--- src/rtl/arbiter_8x3_rr.sv ---
// Eight-requester round-robin arbiter with one-hot and binary grant outputs.
// Optional forced release after MAX_HOLD grant cycles: define ARB_TIMEOUT_EN.
module arbiter_8x3_rr #(
    parameter int MAX_HOLD = 16
) (
    input  logic       clk,
    input  logic       rst,
    input  logic [7:0] req,
    output logic [7:0] gnt,
    output logic [2:0] gnt_idx,
    output logic       gnt_valid,
    output logic       timeout
);

    typedef enum logic {
        IDLE  = 1'b0,
        GRANT = 1'b1
    } state_t;

    state_t     state;
    state_t     state_nx;
    logic [2:0] ptr;
    logic [2:0] ptr_nx;
    logic [7:0] hold;
    logic [7:0] hold_nx;
    logic [7:0] gnt_nx;
    logic [2:0] idx_nx;
    logic       valid_nx;

    logic [2:0] pick;
    logic       found;
    logic       owner_req;
    logic       hold_hit;
    logic       force_rel;

    assign owner_req = req[gnt_idx];

`ifdef ARB_TIMEOUT_EN
    localparam logic [7:0] HOLD_LIM = 8'(MAX_HOLD);

    // Owner has used its full slot once the counter reaches the limit.
    assign hold_hit = (hold >= HOLD_LIM);
`else
    logic unused_cfg;

    assign hold_hit   = 1'b0;
    assign unused_cfg = ^8'(MAX_HOLD);
`endif

    assign force_rel = (state == GRANT) && owner_req && hold_hit;

    // First requester found scanning upward from ptr, wrapping at 7.
    always_comb begin
        pick  = 3'd0;
        found = 1'b0;
        for (int i = 7; i >= 0; i--) begin
            if (req[ptr + 3'(i)]) begin
                pick  = ptr + 3'(i);
                found = 1'b1;
            end
        end
    end

    // Next-state and next-output decision for the grant FSM.
    always_comb begin
        state_nx = state;
        ptr_nx   = ptr;
        hold_nx  = hold;
        gnt_nx   = gnt;
        idx_nx   = gnt_idx;
        valid_nx = gnt_valid;
        unique case (state)
            IDLE: begin
                if (found) begin
                    state_nx = GRANT;
                    gnt_nx   = 8'(1) << pick;
                    idx_nx   = pick;
                    valid_nx = 1'b1;
                    hold_nx  = 8'd1;
                end
            end
            GRANT: begin
                if (!owner_req || force_rel) begin
                    state_nx = IDLE;
                    gnt_nx   = 8'd0;
                    valid_nx = 1'b0;
                    ptr_nx   = gnt_idx + 3'd1;
                    hold_nx  = 8'd0;
                end else if (hold != 8'hff) begin
                    hold_nx = hold + 8'd1;
                end
            end
            default: begin
                state_nx = IDLE;
            end
        endcase
    end

    // State, pointer, counter and registered grant outputs.
    always_ff @(posedge clk) begin
        if (rst) begin
            state     <= IDLE;
            ptr       <= 3'd0;
            hold      <= 8'd0;
            gnt       <= 8'd0;
            gnt_idx   <= 3'd0;
            gnt_valid <= 1'b0;
        end else begin
            state     <= state_nx;
            ptr       <= ptr_nx;
            hold      <= hold_nx;
            gnt       <= gnt_nx;
            gnt_idx   <= idx_nx;
            gnt_valid <= valid_nx;
        end
    end

`ifdef ARB_TIMEOUT_EN
    logic timeout_q;

    // One-cycle pulse following a forced release.
    always_ff @(posedge clk) begin
        if (rst) begin
            timeout_q <= 1'b0;
        end else begin
            timeout_q <= force_rel;
        end
    end

    assign timeout = timeout_q;
`else
    assign timeout = 1'b0;
`endif

    // Structural invariants of the grant outputs.
    a_onehot: assert property (@(posedge clk) disable iff (rst)
        $onehot0(gnt));
    a_valid: assert property (@(posedge clk) disable iff (rst)
        gnt_valid == (gnt != 8'd0));
    a_decode: assert property (@(posedge clk) disable iff (rst)
        gnt_valid |-> (gnt == (8'(1) << gnt_idx)));

endmodule

--- config.mk ---
export PLATFORM = sky130hd
export DESIGN_NAME = arbiter_8x3_rr
export DESIGN_NICKNAME = d
export VERILOG_FILES = /design/src/rtl/arbiter_8x3_rr.sv
export SDC_FILE = /design/constraint.sdc
export NUM_CORES = 1
export LEC_CHECK = 0
export ABC_AREA = 0
export CAP_MARGIN = 0
export CORE_MARGIN = 2
export CORE_UTILIZATION = 50
export DETAILED_ROUTE_END_ITERATION = 16
export PLACE_DENSITY = 0.81
export SYNTH_ARGS = -nofsm -noshare
export SYNTH_HDL_FRONTEND = slang
export SYNTH_SLANG_ARGS = --single-unit
--- constraint.sdc ---
create_clock -name clk -period 3.5 [get_ports clk]
set_clock_uncertainty 0.05 [all_clocks]
set_input_delay 0.35 -clock clk [delete_from_list [all_inputs] [get_ports clk]]
set_output_delay 0.35 -clock clk [all_outputs]
set_load 0.02 [all_outputs]
==> results.ini <==
[outcome]
status=complete, no violations

[sta]
rsz0062_at_grt=false
fin_setup_tns_ns=0
layout_setup_ws_ns=0.5302
worst_pin_slew_ns=0.6185
clock.fmax_ghz=0.3367
period_share_pct=84.85
finalHoldViolCount=0
slew_violations=0
period_minus_slack_ns=2.970
maxSlewHeadroom_pct=57.70
whs_ns=0.4100
setup_viol=0

[placed_design]
port_buffers=21
placed_area_um2=1872
post-place-ws_ns=0.3954
routabilityCongestion=0.9653
dp_hpwl_um=3172

[synthesis]
synth.avg_cell_area_um2=8.957
synth_simple_gate_area_share_pct=16.79
ys_ff_latch=16
synthCells=183
synth_edf_count=0
syn_area_um2=1639
yosysWarningCount=0
yosysUniqueCellTypes=54
synthesis.nets=196
synth_top_family_by_area=multiplexers
synthAdderAreaFrac_pct=2.290
synth.area.mux_share_pct=29.62
synth_async_sr_flop_share_pct=0
synth-compound-area-share_pct=23.28
synth_ff_type=dfxtp_1
synth_seq_area_share_pct=19.54
synth-xor-area-share_pct=2.137

[pwr]
total_power_mw=1.508
power.density_nw_per_um2=790.4
ir_drop_mv=0.4086
p_leak_nw=0.6929

[detailed_routing]
drt-pass1-iter-count=4
wl_per_cell_um=17.02
antenna_left=0
drtIter0Drc=95
drt-vias-per-instance=6.291
vias=1535
drt-total-wl_um=4154
drt_drc_violations_left=0

[global_route]
grt_pass1_vias=1407
grt_use_total_pct=25.30
grt-ovfl-total=0
grt_pass1_wl_um=7031
antenna_found_initial=0
grt_max_degree=21

[cts]
cts_tree=yes
postCtsHoldBufs=0
h-tree-depth=1
cts_root_buf=clkbuf_4
clk_pin_slew_ns=0.10
postCtsSetupBuffers=0
clk_latency_ns=0.28
post_cts_resized=0
cts_sinks=16
cts_buffer_depth=2
numCtsBuffers=3

[job]
maxCapViolations=0

[critical_path]
crit_family=multiplexers
reg2reg_slack_ns=0.53
cp.required_ns=3.61
start_kind=flip-flop
regToRegEndpoint=gnt[3]
r2r-start=ptr[1]
worstPathArrival_ns=3.08
crit_fanout=11
critical_path_buf_inv_count=2
max_stage_delay_ns=0.43
path_class=reg -> reg
worstPathCellList=inv_1 -> ha_1 -> buf_4 -> mux4_2 -> mux2_4 -> nand2b_4 -> o2bb2ai_1 -> o21ai_2 -> mux2i_1 -> o21ai_0
r2r_cells=10
worstSetupStartpoint=ptr[1]
end_kind=flip-flop
slowest_stage=mux2i_1

[hold_path]
hold_start=gnt[6]
whs_endpoint=gnt[6]
hold_path_depth=2
hold_class=reg -> reg

[floorplanning]
start_util_pct=53.25
die_area_um2=3752
die_w_um=61.26
rows=20
die_h_um=61.26
io_pins=23
core_area_um2=3078

[layout]
drive_gt1_share_pct=17.50
antenna_cells=0
fin_area_um2=1908
nets=214
syn_to_final_growth_pct=16.41
fillers=253

==> cells in the mapped netlist (2+ instances only) <==
library cell / n / area share (%)
nor2_1: 15 / 3.4
nand3_1: 3 / 0.92
nand2_1: 13 / 3.0
and3_1: 3 / 1.1
o21a_1: 2 / 0.92
buf_4: 3 / 1.4
o2bb2ai_1: 2 / 1.1
a31oi_1: 3 / 1.1
a211oi_1: 2 / 0.92
xnor2_1: 3 / 1.6
o21ai_1: 9 / 2.7
dfxtp_1: 16 / 20
mux2_2: 6 / 4.1
mux4_2: 13 / 18
inv_1: 6 / 1.4
nor3_1: 2 / 0.61
mux2i_1: 11 / 6.7
nor4_1: 2 / 0.76
nor2b_1: 5 / 1.9
o21ai_0: 3 / 0.92
buf_2: 5 / 1.5
a2111oi_0: 3 / 1.6
a221oi_1: 2 / 1.1
a21boi_1: 2 / 0.92
ha_1: 3 / 2.3
a21oi_1: 7 / 2.1
o211ai_1: 5 / 2.3
clkbuf_1: 5 / 1.1
nand2b_1: 4 / 1.5
==> logic make-up (layout without fill, tap and decap cells) <==
| kind of cell | count (synthesis) | in the layout |
|---|---|---|
| XOR/XNOR | 4 | 4 |
| AND/OR/NAND/NOR | 54 | 54 |
| adder cells (fa/ha/maj) | 3 | 3 |
| other | 1 | 1 |
| multiplexers | 31 | 31 |
| flip-flops | 16 | 16 |
| AO/OA/AOI/OAI | 54 | 54 |
| buffers and inverters | 20 | 37 |
==> metal layers <==
metal  global-route usage (%)  share of wire (%)  wire length (µm)
met5                        0                  0                 0
met4                    3.727               0.48                20
met3                    3.992                7.8               322
met2                    41.49                 50              2088
met1                    36.10                 41              1722
==> stage by stage <==
| step | utilization (%) | instances |
|---|---|---|
| floorplan | - | 183 |
| global placement | 60.81 | 240 |
| detailed placement | 60.81 | 240 |
| CTS | 61.99 | 244 |
| global route | 61.99 | 244 |
| finish | 61.99 | 244 |
==> power breakdown <==
| part | internal (mW) | switching (mW) |
|---|---|---|
| Sequential | 0.234 | 0.0553 |
| Clock | 0.0633 | 0.0599 |
| Combinational | 0.506 | 0.590 |
==> layout make-up <==
class	instances	area (µm²)	share of cell area (%)
Timing Repair Buffer	27	255.2	13.38
Inverter	6	22.52	1.180
Sequential cell	16	320.3	16.79
Multi-Input combinational cell	147	1219	63.87
Clock buffer	4	36.28	1.902
Tap cell	44	55.05	2.885
==> state kept, by name (all words and copies together), names as in the netlist <==
register / cells
gnt: 8
gnt_idx: 3
gnt_valid: 1
ptr: 3
state: 1
==> cell usage in the layout, fill, tap and decap left out, types with 4 or more instances in the layout <==
cell,n
inv_1,6
nor2_1,15
clkdlybuf4s50_1,21
buf_4,6
nand2b_1,4
mux4_2,13
nand2_1,13
o211ai_1,5
dfxtp_1,16
a21oi_1,7
mux2i_1,11
o21ai_1,9
mux2_2,6
nor2b_1,5
==> worst max-delay path by stage <==
stage / end / depth (start not counted) / slack (ns)
floorplan: gnt[3] / 13 / 0.25
global placement: gnt[7] / 9 / 0.47
detailed placement: gnt[3] / 8 / 0.40
CTS: gnt[3] / 10 / 0.52
global route: gnt[3] / 10 / 0.32
finish: gnt[3] / 10 / 0.53
==> worst min-delay path, cell delays in order (launching register included) <==
cell and delay, ns:
dfxtp_1 0.32, nand2_1 0.05, o21ai_1 0.05
Power figures use the tool's default switching activity.
==> edit: new RTL, same flow settings <==
Build with the macro `ARB_TIMEOUT_EN` defined.
--- a/src/rtl/arbiter_8x3_rr.sv
+++ b/src/rtl/arbiter_8x3_rr.sv
@@ -1,5 +1,7 @@
 // Eight-requester round-robin arbiter with one-hot and binary grant outputs.
 // Optional forced release after MAX_HOLD grant cycles: define ARB_TIMEOUT_EN.
+`define ARB_TIMEOUT_EN
+
 module arbiter_8x3_rr #(
     parameter int MAX_HOLD = 16
 ) (
Function: same outputs for any inputs over 10 cycles, from zero or initial values and one cycle with rst high; that may be too few to reach the edited logic, so the function may still have changed.
==> edit against the original RTL <==
- sequential cell count rose by 9
- final area rose by 15%
- largest cell class unchanged
- critical path depth fell by 1
- highest routed layer unchanged
- sequential power rose by 24%
- wire length did not move
- fmax fell by 8.2%
- total power fell by 21%
- area after synthesis rose by 15%
- setup slack got worse by 270 ps
- clock power rose by 34%
- largest power group unchanged
- critical endpoint is now hold[4]
==> edit: results (changes against the original RTL) <==
| Metric | Value |
|---|---|
| Status | `complete, no violations (unchanged)` |
| Clk_lat worst skew | `260 ps (was 280 ps)` |
| Hold Crit Class | `reg2reg (unchanged)` |
| # diodes | `0 (unchanged)` |
| First-pass GRT wire length | `7.11 mm (was 7.03 mm)` |
| P_leak | `0.804 nW (was 0.693 nW)` |
| Register area share after synthesis | `26.6% (was 19.5%)` |
| Placed Area | `0.00216 mm^2 (was 0.00187 mm^2)` |
| Syn_nets | `205 (was 196)` |
| Post-synthesis cell type count | `54 (unchanged)` |
| Total track usage | `21.3% (was 25.3%)` |
| Largest net degree at the start of global routing | `16 (was 21)` |
| Cts bufs inserted | `3 (unchanged)` |
| GPL Wtd Cong | `0.900 (was 0.965)` |
| Setup WS pre-CTS | `119 ps (was 395 ps)` |
| DRT iter0 DRCs | `82 (was 95)` |
| Slowest stage delay, CP | `550 ps (was 430 ps)` |
| Max stage delay cell, worst path | `or4b_4 (was mux2i_1)` |
| Root Buffer | `clkbuf_8 (was clkbuf_4)` |
| Dpl hpwl | `3.22 mm (was 3.17 mm)` |
| First-pass DRT Iterations | `4 (unchanged)` |
| Max clock buf depth | `2 (unchanged)` |
| CP Max Fanout | `15 (was 11)` |
| Post-CTS sizing | `0 (unchanged)` |
| Rel. slew slack | `55.3% (was 57.7%)` |
| Postcts setup bufs | `0 (unchanged)` |
| Routed Wire Length | `4.15 mm (unchanged)` |
| Synth area leaders | `dfxtp_1 (27%), mux4_2 (14%), mux2i_1 (5.9%) (was dfxtp_1 (20%), mux4_2 (18%), mux2i_1 (6.7%))` |
| I/O Buffers | `22 (was 21)` |
| Layout Nets | `232 (was 214)` |
| Share of cells above drive strength 1 | `17.1% (was 17.5%)` |
| Final-report setup violation count | `0 (unchanged)` |
| H-tree levels | `1 (unchanged)` |
| Biggest regs | `gnt x8, hold x8 (was gnt x8, gnt_idx x3, ptr x3)` |
| Initial antenna violation count | `0 (unchanged)` |
| Peak VDD IR | `0.337 mV (was 0.409 mV)` |
| Most frequent cells after synthesis | `dfxtp_1 (25), nor2_1 (14), a21oi_1 (13) (was dfxtp_1 (16), nor2_1 (15), mux4_2 (13), nand2_1 (13), mux2i_1 (11))` |
| Vias in the first global route | `1505 (was 1407)` |
| Ys async rst share | `0% (unchanged)` |
| Clock transition at path regs | `80 ps (was 100 ps)` |
| Vias/cell | `6.13 (was 6.29)` |
| Worst EP arrival | `3400 ps (was 3080 ps)` |
| Warnings, synthesis | `0 (unchanged)` |
## edit: cell type report
cell class                 instances  area [um^2]
tap                               48         60.1
inverter                          13         48.8
timing repair buffer              29          273
sequential                        25          500
fill                             343         1430
clock buffer                       4         45.0
multi-input combinational        145         1280
## edit: path summary, 6_finish.rpt
| check | from | end | slack (ps) | cells past startpoint |
|---|---|---|---|---|
| hold reg to reg | hold[7] | hold[7] | 410 | 1 |
| setup / recovery | ptr[1] | hold[4] | 260 | 9 |
| setup reg to reg | ptr[1] | hold[4] | 260 | 9 |
| hold / removal | hold[7] | hold[7] | 410 | 1 |
## edit: report_power, final
part	switching, W	internal [W]
logic	0.000368	0.000303
registers	0.0000380	0.000320
clock network	0.0000836	0.0000812
total	0.000489	0.000705
## edit: routing by layer
layer / up-vias / global-route usage [%] / part of all wire (%)
met1: 781 / 28.3 / 46
met2: 49 / 34.7 / 48
met3: 4 / 4.62 / 5.0
met5: - / 0 / 0
met4: 0 / 6.51 / 1.0
li1: 783 / - / -
## edit: cell families after synthesis
| group | share of synthesized area, % |
|---|---|
| multiplexers | 24.3 |
| buffers and inverters | 5.40 |
| AND/OR/NAND/NOR | 14.6 |
| AO/OA/AOI/OAI | 22.1 |
| adder cells (fa/ha/maj) | 3.33 |
| XOR/XNOR | 3.73 |
| flip-flops | 26.6 |
## edit: metrics by stage
step	instances	power [W]
5_1_grt	264	0.00128
3_5_place_dp	260	0.00103
6_report	264	0.00119
3_3_place_gp	260	0.00102
4_1_cts	264	0.00120
2_1_floorplan	190	0.000855
## edit: critical path, delay by kind of cell (launching register included)
kind,cells,cell delay [ps]
multiplexers,2,780
adder cells (fa/ha/maj),1,480
AO/OA/AOI/OAI,1,370
buffers and inverters,2,190
flip-flops,1,340
AND/OR/NAND/NOR,3,990
